File: config.mk
export PLATFORM = sky130hd
export DESIGN_NAME = pixel_config_seq_flat
export DESIGN_NICKNAME = d
export VERILOG_FILES = /design/src/rtl/pixel_config_seq_if.sv /design/src/rtl/pixel_config_seq.sv /design/src/flat_wrapper.sv
export SDC_FILE = /design/constraint.sdc
export NUM_CORES = 1
export LEC_CHECK = 0
export BUFFER_PORTS_ARGS = -buffer_cell sky130_fd_sc_hd__buf_4
export CAP_MARGIN = 20
export CORE_MARGIN = 5
export CORE_UTILIZATION = 53
export DETAILED_ROUTE_END_ITERATION = 12
export PLACE_DENSITY_LB_ADDON = 0.1
export SYNTH_ARGS = -nofsm -noshare
export SYNTH_HDL_FRONTEND = slang
export SYNTH_SLANG_ARGS = --single-unit
File: constraint.sdc
create_clock -name SYS_CLK -period 2.4 [get_ports SYS_CLK]
set_input_delay 0.24 -clock SYS_CLK [delete_from_list [all_inputs] [get_ports SYS_CLK]]
set_output_delay 0.24 -clock SYS_CLK [all_outputs]
set_load 0.02 [all_outputs]
File: src/rtl/pixel_config_seq_if.sv
// pixel_config_seq_if
// Groups the host command, host word FIFO and Pixle_Config shifter signals
// seen by pixel_config_seq.
//   master : the environment (host + FIFO + shifter). It drives the commands,
//            the FIFO head/flag and BUSY, and it observes the sequencer outputs.
//   slave  : the sequencer itself.
// Parameters:
//   DIV_WIDTH : width of the shifter clock divider
//   NW_WIDTH  : width of the word-count field
interface pixel_config_seq_if #(
  parameter int DIV_WIDTH = 6,
  parameter int NW_WIDTH  = 8
);

  // Host command / status
  logic                 CMD_START;
  logic                 CMD_ABORT;
  logic [NW_WIDTH-1:0]  CMD_NWORDS;
  logic [DIV_WIDTH-1:0] CMD_DIV;
  logic                 SEQ_ACTIVE;
  logic                 DONE;
  logic                 ERR_TIMEOUT;

  // Host word FIFO (first-word-fall-through)
  logic [31:0]          FIFO_DATA;
  logic                 FIFO_EMPTY;
  logic                 FIFO_RD_EN;

  // Pixle_Config shifter side
  logic [DIV_WIDTH-1:0] DIV;
  logic [31:0]          SRAM_DATA;
  logic                 SRAM_WE;
  logic                 pulse_start;
  logic                 BUSY;

  modport master (
    output CMD_START, CMD_ABORT, CMD_NWORDS, CMD_DIV,
    output FIFO_DATA, FIFO_EMPTY, BUSY,
    input  FIFO_RD_EN, DIV, SRAM_DATA, SRAM_WE, pulse_start,
    input  SEQ_ACTIVE, DONE, ERR_TIMEOUT
  );

  modport slave (
    input  CMD_START, CMD_ABORT, CMD_NWORDS, CMD_DIV,
    input  FIFO_DATA, FIFO_EMPTY, BUSY,
    output FIFO_RD_EN, DIV, SRAM_DATA, SRAM_WE, pulse_start,
    output SEQ_ACTIVE, DONE, ERR_TIMEOUT
  );

endinterface

File: src/rtl/pixel_config_seq.sv
// pixel_config_seq
// Sequencer that feeds one Pixle_Config pixel-configuration shifter from a
// host word FIFO. On CMD_START it latches the divider, streams CMD_NWORDS
// 32-bit words from the FIFO into the shifter SRAM port, fires pulse_start
// and follows the shifter BUSY handshake until completion.
//
// Ports:
//   SYS_CLK  in  system clock, rising edge
//   RESET_N  in  asynchronous active-low reset
//   bus      pixel_config_seq_if.slave
//            CMD_START/CMD_ABORT/CMD_NWORDS/CMD_DIV  host command
//            FIFO_DATA/FIFO_EMPTY/FIFO_RD_EN         FWFT word FIFO
//            DIV/SRAM_DATA/SRAM_WE/pulse_start/BUSY  shifter side
//            SEQ_ACTIVE/DONE/ERR_TIMEOUT             status
//
// Build option:
//   PIXEL_CFG_SEQ_TIMEOUT_EN  when defined, WAIT_ACK is bounded by ACK_TIMEOUT
//   cycles and WAIT_DONE by 2^DONE_TO_WIDTH-1 cycles; expiry goes through
//   ERROR and sets the sticky ERR_TIMEOUT. When undefined, both waits are
//   unbounded (CMD_ABORT is the only escape) and ERR_TIMEOUT is tied low.
module pixel_config_seq #(
  parameter int DIV_WIDTH     = 6,
  parameter int NW_WIDTH      = 8,
  parameter int ACK_TIMEOUT   = 64,
  parameter int DONE_TO_WIDTH = 20
) (
  input  logic             SYS_CLK,
  input  logic             RESET_N,
  pixel_config_seq_if.slave bus
);

  typedef enum logic [2:0] {
    IDLE,
    LOAD,
    FLUSH,
    START,
    WAIT_ACK,
    WAIT_DONE,
    ERROR
  } state_t;

  state_t               state;
  state_t               next_state;

  logic [NW_WIDTH-1:0]  nwords_q;
  logic [NW_WIDTH-1:0]  wcnt_q;
  logic [DIV_WIDTH-1:0] div_q;
  logic                 start_q;
  logic                 done_q;
  logic                 active_q;

  logic                 accept;
  logic                 pop_p0;
  logic                 last_word;
  logic [31:0]          sram_data_p1;
  logic                 vld_p1;

  logic                 ack_expired;
  logic                 done_expired;

  assign accept    = (state == IDLE) && bus.CMD_START && !bus.CMD_ABORT;
  assign last_word = (wcnt_q == (nwords_q - NW_WIDTH'(1)));

`ifdef PIXEL_CFG_SEQ_TIMEOUT_EN
  // One shared counter serves both waits; it is wide enough for either limit.
  localparam int TO_ACK_W = $clog2(ACK_TIMEOUT + 1);
  localparam int TO_W     = (DONE_TO_WIDTH > TO_ACK_W) ? DONE_TO_WIDTH : TO_ACK_W;
  // The counter reads 0 in the first wait cycle, so LAST is the final
  // allowed cycle: ACK_TIMEOUT cycles in WAIT_ACK, 2^DONE_TO_WIDTH-1 in WAIT_DONE.
  localparam logic [TO_W-1:0] ACK_LAST  = TO_W'(ACK_TIMEOUT - 1);
  localparam logic [TO_W-1:0] DONE_LAST = TO_W'({DONE_TO_WIDTH{1'b1}}) - TO_W'(1);

  logic [TO_W-1:0] to_cnt_q;
  logic            err_q;

  function automatic logic [TO_W-1:0] sat_inc(input logic [TO_W-1:0] v);
    return (&v) ? v : v + TO_W'(1);
  endfunction

  assign ack_expired  = (to_cnt_q == ACK_LAST);
  assign done_expired = (to_cnt_q == DONE_LAST);

  // Runs only while staying in a wait state; any other cycle (START,
  // WAIT_ACK->WAIT_DONE hand-over, abort) clears it.
  always_ff @(posedge SYS_CLK or negedge RESET_N) begin
    if (!RESET_N) begin
      to_cnt_q <= '0;
    end else if (((state == WAIT_ACK)  && (next_state == WAIT_ACK)) ||
                 ((state == WAIT_DONE) && (next_state == WAIT_DONE))) begin
      to_cnt_q <= sat_inc(to_cnt_q);
    end else begin
      to_cnt_q <= '0;
    end
  end

  always_ff @(posedge SYS_CLK or negedge RESET_N) begin
    if (!RESET_N) begin
      err_q <= 1'b0;
    end else if (accept) begin
      err_q <= 1'b0;
    end else if ((state == ERROR) && !bus.CMD_ABORT) begin
      err_q <= 1'b1;
    end
  end

  assign bus.ERR_TIMEOUT = err_q;
`else
  logic unused_cfg;

  assign ack_expired     = 1'b0;
  assign done_expired    = 1'b0;
  assign bus.ERR_TIMEOUT = 1'b0;
  assign unused_cfg      = (ACK_TIMEOUT > 0) ^ (DONE_TO_WIDTH > 0);
`endif

  always_comb begin
    next_state = state;
    if (bus.CMD_ABORT) begin
      next_state = IDLE;
    end else begin
      case (state)
        IDLE: begin
          // Zero words re-shifts whatever the shifter SRAM already holds.
          if (bus.CMD_START) begin
            next_state = (bus.CMD_NWORDS == '0) ? START : LOAD;
          end
        end
        LOAD: begin
          if (pop_p0 && last_word) begin
            next_state = FLUSH;
          end
        end
        FLUSH:    next_state = START;
        START:    next_state = WAIT_ACK;
        WAIT_ACK: begin
          if (bus.BUSY) begin
            next_state = WAIT_DONE;
          end else if (ack_expired) begin
            next_state = ERROR;
          end
        end
        WAIT_DONE: begin
          if (!bus.BUSY) begin
            next_state = IDLE;
          end else if (done_expired) begin
            next_state = ERROR;
          end
        end
        ERROR:    next_state = IDLE;
        default:  next_state = IDLE;
      endcase
    end
  end

  // Stage p0: pop decision, combinational from state and the FIFO flag.
  assign pop_p0 = (state == LOAD) && !bus.FIFO_EMPTY && !bus.CMD_ABORT;

  always_ff @(posedge SYS_CLK or negedge RESET_N) begin
    if (!RESET_N) begin
      state    <= IDLE;
      nwords_q <= '0;
      wcnt_q   <= '0;
      div_q    <= '0;
      vld_p1   <= 1'b0;
      start_q  <= 1'b0;
      done_q   <= 1'b0;
      active_q <= 1'b0;
    end else begin
      state <= next_state;
      if (accept) begin
        nwords_q <= bus.CMD_NWORDS;
        div_q    <= bus.CMD_DIV;
        wcnt_q   <= '0;
      end else if (pop_p0) begin
        wcnt_q   <= wcnt_q + NW_WIDTH'(1);
      end
      vld_p1   <= pop_p0;
      start_q  <= (next_state == START);
      done_q   <= (state == WAIT_DONE) && !bus.BUSY && !bus.CMD_ABORT;
      active_q <= (next_state != IDLE);
    end
  end

  // Stage p1: popped word registered and presented to the shifter SRAM port.
  always_ff @(posedge SYS_CLK or negedge RESET_N) begin
    if (!RESET_N) begin
      sram_data_p1 <= '0;
    end else if (pop_p0) begin
      sram_data_p1 <= bus.FIFO_DATA;
    end
  end

  // Abort masks the registered strobes in the very cycle it is raised; the
  // held word is dropped because vld_p1 reloads from the (masked) pop.
  assign bus.FIFO_RD_EN  = pop_p0;
  assign bus.SRAM_WE     = vld_p1 && !bus.CMD_ABORT;
  assign bus.SRAM_DATA   = sram_data_p1;
  assign bus.pulse_start = start_q && !bus.CMD_ABORT;
  assign bus.DIV         = div_q;
  assign bus.SEQ_ACTIVE  = active_q;
  assign bus.DONE        = done_q;

endmodule

File: src/flat_wrapper.sv
// flat-port wrapper written by rule: the top's interface ports become plain ports
module pixel_config_seq_flat 
#(
  parameter int DIV_WIDTH     = 6,
  parameter int NW_WIDTH      = 8,
  parameter int ACK_TIMEOUT   = 64,
  parameter int DONE_TO_WIDTH = 20
)
  (SYS_CLK, RESET_N, bus_CMD_START, bus_CMD_ABORT, bus_CMD_NWORDS, bus_CMD_DIV, bus_FIFO_DATA, bus_FIFO_EMPTY, bus_BUSY, bus_FIFO_RD_EN, bus_DIV, bus_SRAM_DATA, bus_SRAM_WE, bus_pulse_start, bus_SEQ_ACTIVE, bus_DONE, bus_ERR_TIMEOUT);
  pixel_config_seq_if #(.DIV_WIDTH(DIV_WIDTH), .NW_WIDTH(NW_WIDTH)) bus_i ();
  input  logic SYS_CLK;
  input  logic RESET_N;
  input wire logic [$bits(bus_i.CMD_START)-1:0] bus_CMD_START;
  input wire logic [$bits(bus_i.CMD_ABORT)-1:0] bus_CMD_ABORT;
  input wire logic [$bits(bus_i.CMD_NWORDS)-1:0] bus_CMD_NWORDS;
  input wire logic [$bits(bus_i.CMD_DIV)-1:0] bus_CMD_DIV;
  input wire logic [$bits(bus_i.FIFO_DATA)-1:0] bus_FIFO_DATA;
  input wire logic [$bits(bus_i.FIFO_EMPTY)-1:0] bus_FIFO_EMPTY;
  input wire logic [$bits(bus_i.BUSY)-1:0] bus_BUSY;
  output wire logic [$bits(bus_i.FIFO_RD_EN)-1:0] bus_FIFO_RD_EN;
  output wire logic [$bits(bus_i.DIV)-1:0] bus_DIV;
  output wire logic [$bits(bus_i.SRAM_DATA)-1:0] bus_SRAM_DATA;
  output wire logic [$bits(bus_i.SRAM_WE)-1:0] bus_SRAM_WE;
  output wire logic [$bits(bus_i.pulse_start)-1:0] bus_pulse_start;
  output wire logic [$bits(bus_i.SEQ_ACTIVE)-1:0] bus_SEQ_ACTIVE;
  output wire logic [$bits(bus_i.DONE)-1:0] bus_DONE;
  output wire logic [$bits(bus_i.ERR_TIMEOUT)-1:0] bus_ERR_TIMEOUT;
  assign bus_i.CMD_START = bus_CMD_START;
  assign bus_i.CMD_ABORT = bus_CMD_ABORT;
  assign bus_i.CMD_NWORDS = bus_CMD_NWORDS;
  assign bus_i.CMD_DIV = bus_CMD_DIV;
  assign bus_i.FIFO_DATA = bus_FIFO_DATA;
  assign bus_i.FIFO_EMPTY = bus_FIFO_EMPTY;
  assign bus_i.BUSY = bus_BUSY;
  assign bus_FIFO_RD_EN = bus_i.FIFO_RD_EN;
  assign bus_DIV = bus_i.DIV;
  assign bus_SRAM_DATA = bus_i.SRAM_DATA;
  assign bus_SRAM_WE = bus_i.SRAM_WE;
  assign bus_pulse_start = bus_i.pulse_start;
  assign bus_SEQ_ACTIVE = bus_i.SEQ_ACTIVE;
  assign bus_DONE = bus_i.DONE;
  assign bus_ERR_TIMEOUT = bus_i.ERR_TIMEOUT;
  pixel_config_seq #(.DIV_WIDTH(DIV_WIDTH), .NW_WIDTH(NW_WIDTH), .ACK_TIMEOUT(ACK_TIMEOUT), .DONE_TO_WIDTH(DONE_TO_WIDTH)) u_core (.SYS_CLK(SYS_CLK), .RESET_N(RESET_N), .bus(bus_i));
endmodule
Yosys cells after proc, flatten, opt, wreduce, memory -nomap -nowiden
Index checks and enable logic that the tools add are counted.
- input bits: 52
- register bits after elaboration: 61
- logic and storage cells: 43
- reductions and logical operators: 16
- add/subtract/negate cells: 2
- equality and inequality tests: 7
- mux-type cells: 9
- operator list (cell ; number):
    $pmux W3 S6 ; 1
    $mux W8 ; 2
    $mux W3 ; 5
    $eq A3 B2 Y1 const B ; 3
    $logic_and A1 B1 Y1 ; 9
    $add A8 B1 Y8 const B ; 1
    $eq A8 B8 Y1 ; 1
    $logic_not A8 Y1 ; 1
    $sub A8 B1 Y8 const B ; 1
    $eq A3 B3 Y1 const B ; 2
    $eq A3 B1 Y1 const B ; 1
    $logic_not A1 Y1 ; 3
    $logic_not A3 Y1 ; 1
    $reduce_bool A3 Y1 ; 1
    $mux W2 ; 1
    $reduce_bool A2 Y1 ; 1

Logic depth before layout (Yosys ltp)
Gate-level depths: netlist of run 1.
- depth in word-level cells: 8
- mapped depth: 7
- mapped depth without buffers: 7

Worst setup path before layout of run 1
OpenSTA, ideal clock, no wires.
- kind: register -> register
- from: reg u_core.state[1]
- to: reg u_core.sram_data_p1[1], in the netlist u_core.bus.SRAM_DATA[1]
- cell stages (with the launch flop): 6
- buffers on the path: 2
- data arrival time: 1.556 ns
- clock period less this slack: 1.684 ns
- setup time: 0.128 ns
- slack: 0.716 ns
- cells stage by stage: dfrtp_1 nor2_1 and4bb_2 buf_2 buf_4 mux2_1
- longest elaborated chain between the ends: 3
- RTL lines (what ; line ; RTL):
    start: declaration ; pixel_config_seq.sv:42 ; state_t state;
    start signal: assignment ; pixel_config_seq.sv:169 ; state <= next_state;
    $eq A3 B1 Y1 ; pixel_config_seq.sv:156 ; assign pop_p0 = (state == LOAD) && !bus.FIFO_EMPTY && !bus.CMD_ABORT;
    $logic_and A1 B1 Y1 (2 in series) ; pixel_config_seq.sv:156 ;
    via bus_FIFO_RD_EN ; flat_wrapper.sv:20 ; output wire logic [$bits(bus_i.FIFO_RD_EN)-1:0] bus_FIFO_RD_EN;
    end signal: assignment ; pixel_config_seq.sv:189 ; sram_data_p1 <= bus.FIFO_DATA;
    end: declaration ; pixel_config_seq.sv:55 ; logic [31:0] sram_data_p1;
The timed path passes the listed nets, and every way through them passes these cells.
A chain may end at the register's enable or synchronous reset.

Worst setup path after layout of run 1
- from: reg u_core.state[1]
- to: out bus_FIFO_RD_EN
- longest elaborated chain between the ends: 3
- RTL lines (what ; line):
    $eq A3 B1 Y1 ; pixel_config_seq.sv:156
    $logic_and A1 B1 Y1 (2 in series) ; pixel_config_seq.sv:156
    end: declaration ; flat_wrapper.sv:20
Every way passes these cells.

==> reports/metrics.yaml, run 1 <==
placed_design:
  post-place-ws_ps: 635.7
  finalWeightedCongestion: 0.7892
  place_area_um2: 3448
  hpwl_um: 4198
  place.port_buffers: 94
  dp_cells: 364
clocking:
  clk_latency_ps: 330
  cts_resized: 0
  path_clk_slew_ps: 60
  h-tree-depth: 3
  cts_hold_buf: 0
  numCtsBuffers: 9
  clock-sinks: 61
  clock-root-buffer: "clkbuf_8"
  clk_path_buf_depth: 2
  cts_setup_buffers: 0
  cts_tree: "done"
synthesis:
  synth_edf_count: 0
  synthTopCellsByArea: "dfrtp_1 (57%), mux2_1 (18%), xor2_1 (3.6%)"
  syn_area_per_cell_um2: 12.97
  synthArstFlopShare: 1.000
  synth_top_area_frac: 0.5659
  synthTopCellsByCount: "dfrtp_1 (61), mux2_1 (44), nor2_1 (15), xor2_1 (11), nand2_1 (8)"
  ys_types: 36
  synth-main-ff-cell: "dfrtp_1"
  syn-cell-area_um2: 2698
  yosysTopAreaCell: "dfrtp_1"
  yosys_warnings: 0
  yosysMostFrequentCell: "dfrtp_1"
  ys_seq_elements: 61
  ys_seq_area_frac: 0.5659
  synth_nets: 262
  syn_inst: 208
setup_path:
  startpoint_type: "flop"
  cp_slowest_stage_delay_ps: 450
  cp_slowest_cell: "dfrtp_1"
  cp-end-kind: "output port"
  arrival_ps: 1830
  crit_top_cell: "buf_4"
  critPathRequiredTime_ps: 2160
  path_cells: "nor2_1 -> and4bb_2 -> buf_4 -> buf_4"
  crit_type: "reg -> out"
  worstPathMaxFanout: 28
sta:
  period_share: 0.8639
  whs_ps: -20.41
  setup_slack_ps: 326.6
  fin_crit_ps: 2073
  worst_slew_pin_slew_ps: 737.4
  fmax_ghz: 0.4823
  maxSlewViolCount: 0
  finalHoldViolCount: 45
  setup_violations: 0
  tns_ps: 0
  finalClockSkew_ps: 6.493
  rsz0062_at_grt: "false"
  maxSlewHeadroom: 0.5084
pwr:
  seqPwrFrac: 0.449
  power_density_nw_per_um2: 825.3
  p_switching_uw: 942.0
  clock_power_share: 0.267
  p_int_mw: 2.050
  ir_drop_v: 0.0005133
  combinationalPowerShare: 0.283
  p_leak_nw: 1.724
  finalPower_mw: 2.992
  p_sw_frac: 0.3148
drt:
  drtIter0Drc: 121
  drt_pass1_iterations: 4
  wl_per_cell_um: 15.03
  vias_per_cell: 5.003
  ant_nets: 0
  routed_wl_um: 5713
  vias: 1901
  drc: 0
grt:
  grt_pass1_wl_um: 9259
  groute.layer.met2.usage: 0.3013
  grt_overflow_total: 0
  gr-max-usage-layer: "met2"
  grt_max_degree: 62
  grtUsageTotal: 0.1874
  grt_pass1_vias: 1958
  antenna_found_initial: 0
  grtUsageMet1: 0.2296
  use_met3: 0.05543
floorplanning:
  die_x_um: 81.34
  fp.coreArea_um2: 5010
  fp.dieArea_um2: 6616
  pin_count: 96
  initial_core_util: 0.5385
  rows: 26
  die_h_um: 81.34
finish:
  fillerInstances: 385
  fin_nets: 359
  stdcell_area_um2: 3626
  area_growth_pct: 34.42
  drive_above_1_share: 0.3839
  multiInputGateArea_um2: 1091
  final_cells: 380
  seqCellArea_um2: 1526
  antenna-diode-count: 0
job:
  max-cap-violations: 0
outcome:
  status: "finished with violations"
  violations: "negative hold slack"
min_path:
  min_path_type: "in -> async"
cells in the final DEF (no fill, tap or decap), drive strengths merged:
| cell type | n |
|---|---|
| o211ai | 1 |
| a21oi | 3 |
| or3 | 2 |
| nand3b | 2 |
| ha | 2 |
| conb | 1 |
| or2 | 1 |
| inv | 4 |
| o21ai | 7 |
| mux2 | 44 |
| a31oi | 2 |
| and2 | 1 |
| mux2i | 2 |
| and4bb | 1 |
| a211oi | 1 |
| nand2 | 8 |
| clkinvlp | 1 |
| nor2b | 4 |
| nor3b | 1 |
| nor3 | 2 |
| a221oi | 1 |
| nand4 | 6 |
| dfrtp | 61 |
| clkinv | 3 |
| nand3 | 1 |
| clkbuf | 12 |
| nor2 | 15 |
| xor2 | 11 |
| nor4 | 5 |
| buf | 97 |
| and3 | 3 |
| xnor2 | 5 |
logic make-up (layout without fill, tap and decap cells):
family | count (synthesis) | in the layout | share of synthesized area
fa+ha+maj | 2 | 2 | 0.009275
simple gates | 52 | 52 | 0.1132
buf+inv | 15 | 117 | 0.02968
flops | 61 | 61 | 0.5659
compound gates | 15 | 15 | 0.03757
mux | 46 | 46 | 0.1911
xor+xnor | 16 | 16 | 0.05195
other cells | 1 | 1 | 0.001390
state kept, by name (all words and copies together) (netlist names):
register / count
u_core.bus.DIV: 6
u_core.bus.DONE: 1
u_core.bus.SEQ_ACTIVE: 1
u_core.bus.SRAM_DATA: 32
u_core.nwords_q: 8
u_core.start_q: 1
u_core.state: 3
u_core.vld_p1: 1
u_core.wcnt_q: 8
layer usage:
metal	vias to the layer above	share of wire
met5	-	0
met4	0	0.011
met3	6	0.067
met2	63	0.49
met1	913	0.43
li1	919	-
final cells by class:
type,count,share of cell area
flip-flops and latches,61,0.4210
multi-input cells,132,0.3009
repair buffers,97,0.2008
clock buffers,12,0.04279
well taps,70,0.02415
clock inverters,4,0.006211
inverters,4,0.004141
final timing paths:
kind                            cells after the start  slack [ps]                  endpoint                      from
min in group SYS_CLK                                2         130   u_core.bus.SRAM_DATA[0]          bus_FIFO_DATA[0]
worst max register to register                      6         610          u_core.wcnt_q[4]           u_core.state[1]
max in group asynchronous                           1        1940   u_core.bus.SRAM_DATA[2]                   RESET_N
worst min register to register                      1         490  u_core.bus.SRAM_DATA[18]  u_core.bus.SRAM_DATA[18]
worst max-delay path                                4         330            bus_FIFO_RD_EN           u_core.state[1]
worst min-delay path                                1         -20  u_core.bus.SRAM_DATA[15]                   RESET_N
through the flow:
stage               hold slack (ps)    util
finish                       -20.41  0.7238
global route                  42.21  0.7238
CTS                         0.02159  0.7238
detailed placement            360.0  0.6883
global placement              366.1  0.6883
floorplan                    -55.59       -
worst max-delay path, delay by kind of cell, from the launching register on:
family	cells	cell delay [ps]
buffers and inverters	2	570
flip-flops	1	450
AND/OR/NAND/NOR	2	480
power groups by stage:
stage	Clock [mW]	Sequential (mW)	Combinational, mW
after floorplan	0	1.53	0.282
after global placement	0	1.36	0.841
after detailed placement	0	1.36	0.859
after CTS	0.829	1.34	0.861
after global routing	0.884	1.37	0.908
final	0.800	1.34	0.848
Power figures use the tool's default switching activity.
==> inputs of run 2 (changes only) <==
CTS_CLUSTER_DIAMETER = 150   (was not set)
RECOVER_POWER = 50   (was not set)
==> reports/metrics.yaml, run 2 (synthesized netlist as in run 1, its figures left out) <==
outcome:
  status: "completed"
grt:
  grtUsageTotal: 0.1874  # unchanged
  grt_overflow_total: 0  # unchanged
  antenna_found_initial: 0  # unchanged
  grt_pass1_vias: 1958  # unchanged
  grt_max_degree: 62  # unchanged
  grt_pass1_wl_um: 9259  # unchanged
drt:
  drc: 0  # unchanged
  ant_nets: 0  # unchanged
  wl_per_cell_um: 15.06  # +0.16%
  drtIter0Drc: 143  # +18%
  drt_pass1_iterations: 4  # unchanged
  vias_per_cell: 4.982  # -0.42%
  routed_wl_um: 5722  # +0.16%
  vias: 1893  # -0.42%
finish:
  area_growth_pct: 31.68
  fin_nets: 359  # unchanged
  largest_reg_flops: 32  # unchanged
  drive_above_1_share: 0.3226  # -0.06129
  antenna-diode-count: 0  # unchanged
  final_cell_mix: "buf_4 (77), dfrtp_1 (61), mux2_1 (44), clkbuf_1 (20), nor2_1 (15)"
  stdcell_area_um2: 3552  # -2.0%
  layout.cells.most_common: "buf_4"
pwr:
  p_leak_nw: 1.652  # -4.1%
  ir_drop_v: 0.0005038  # -1.8%
  p_int_mw: 1.992  # -2.8%
  combinationalPowerShare: 0.269  # -0.014
  power_density_nw_per_um2: 825.8  # about the same
  p_sw_frac: 0.3208  # +0.005981
  finalPower_mw: 2.933  # -2.0%
  seqPwrFrac: 0.458  # +0.009
  p_switching_uw: 940.9  # -0.11%
  clock_power_share: 0.273  # +0.006
clocking:
  cts_tree: "done"
  clock-sinks: 61  # unchanged
  clock-root-buffer: "clkbuf_8"
  clk_latency_ps: 330  # about the same
  cts_setup_buffers: 0  # unchanged
  clk_path_buf_depth: 2  # unchanged
  numCtsBuffers: 9  # unchanged
  cts_hold_buf: 0  # unchanged
  path_clk_slew_ps: 70  # about the same
  h-tree-depth: 3  # unchanged
  cts_resized: 0  # unchanged
placed_design:
  place_area_um2: 3448  # unchanged
  post-place-ws_ps: 635.7  # unchanged
  finalWeightedCongestion: 0.7892  # unchanged
  place.port_buffers: 94  # unchanged
  hpwl_um: 4198  # unchanged
floorplanning:
  die_x_um: 81.34  # unchanged
  fp.dieArea_um2: 6616  # unchanged
  initial_core_util: 0.5385  # unchanged
  pin_count: 96  # unchanged
  fp.coreArea_um2: 5010  # unchanged
  rows: 26  # unchanged
  die_h_um: 81.34  # unchanged
setup_path:
  worstPathMaxFanout: 28  # unchanged
  startpoint_type: "flop"
  critPathRequiredTime_ps: 2160  # about the same
  cp-end-kind: "output port"
  crit_type: "reg -> out"
  arrival_ps: 1830  # about the same
sta:
  maxSlewViolCount: 0  # unchanged
  rsz0062_at_grt: "false"
  fin_crit_ps: 2074  # +0.5900 ps
  setup_violations: 0  # unchanged
  finalClockSkew_ps: 7.220  # +0.7267 ps
  finalHoldViolCount: 0  # -100%
  fmax_ghz: 0.4822  # about the same
  whs_ps: 124.4  # +144.9 ps
  tns_ps: 0  # unchanged
  setup_slack_ps: 326.0  # -0.5900 ps
  worst_slew_pin_slew_ps: 1479  # +741.9 ps
  period_share: 0.8641  # about the same
  maxSlewHeadroom: 0.01378  # -0.4946
job:
  max-cap-violations: 0  # unchanged
min_path:
  min_path_type: "in -> reg"
==> run 2: cell types whose count changed in the layout (fill, tap and decap cells not counted), sizes merged <==
cell    before  now
buf         97   77
clkbuf      12   32
==> run 2: path summary, 6_finish.rpt <==
path	to	cells after the start	start	slack, ps
worst max-delay path	bus_FIFO_RD_EN	4	u_core.state[1]	330
worst min register to register	u_core.bus.DIV[3]	1	u_core.bus.DIV[3]	480
worst min-delay path	u_core.bus.SRAM_DATA[0]	2	bus_FIFO_DATA[0]	120
max in group asynchronous	u_core.bus.SRAM_DATA[1]	1	RESET_N	1240
worst max register to register	u_core.wcnt_q[4]	6	u_core.state[1]	610
min in group asynchronous	u_core.bus.SRAM_DATA[15]	1	RESET_N	250
==> run 2: power groups by stage <==
| stage | Clock, mW | Combinational, mW | Sequential (mW) |
|---|---|---|---|
| detailed placement | 0 | 0.859 | 1.36 |
| floorplan | 0 | 0.282 | 1.53 |
| finish | 0.800 | 0.790 | 1.34 |
| global route | 0.884 | 0.850 | 1.37 |
| CTS | 0.829 | 0.861 | 1.34 |
| global placement | 0 | 0.841 | 1.36 |
==> run 2: metrics by stage <==
step	cells	utilization
6_report	380	0.7090
5_1_grt	380	0.7090
4_1_cts	380	0.7238
3_5_place_dp	364	0.6883
3_3_place_gp	364	0.6883
2_1_floorplan	208	-
==> run 2: layout make-up <==
type	count	area [µm²]
clock inverters	4	22.52
repair buffers	97	654.4
multi-input cells	132	1091
flip-flops and latches	61	1526
fillers	413	1458
well taps	70	87.58
inverters	4	15.01
clock buffers	12	155.1
==> run 2: layer usage <==
metal	global-route usage	vias up	routed length, µm
met4	0.09122	0	65
met1	0.2296	910	2456
met2	0.3013	59	2804
met5	0	-	0
met3	0.05543	5	395
li1	-	919	-
==> run 2: worst max-delay path, stage by stage (launching register included) <==
cell and delay [ps]:
dfrtp_1 450, nor2_1 180, and4bb_2 300, buf_4 360, buf_4 220
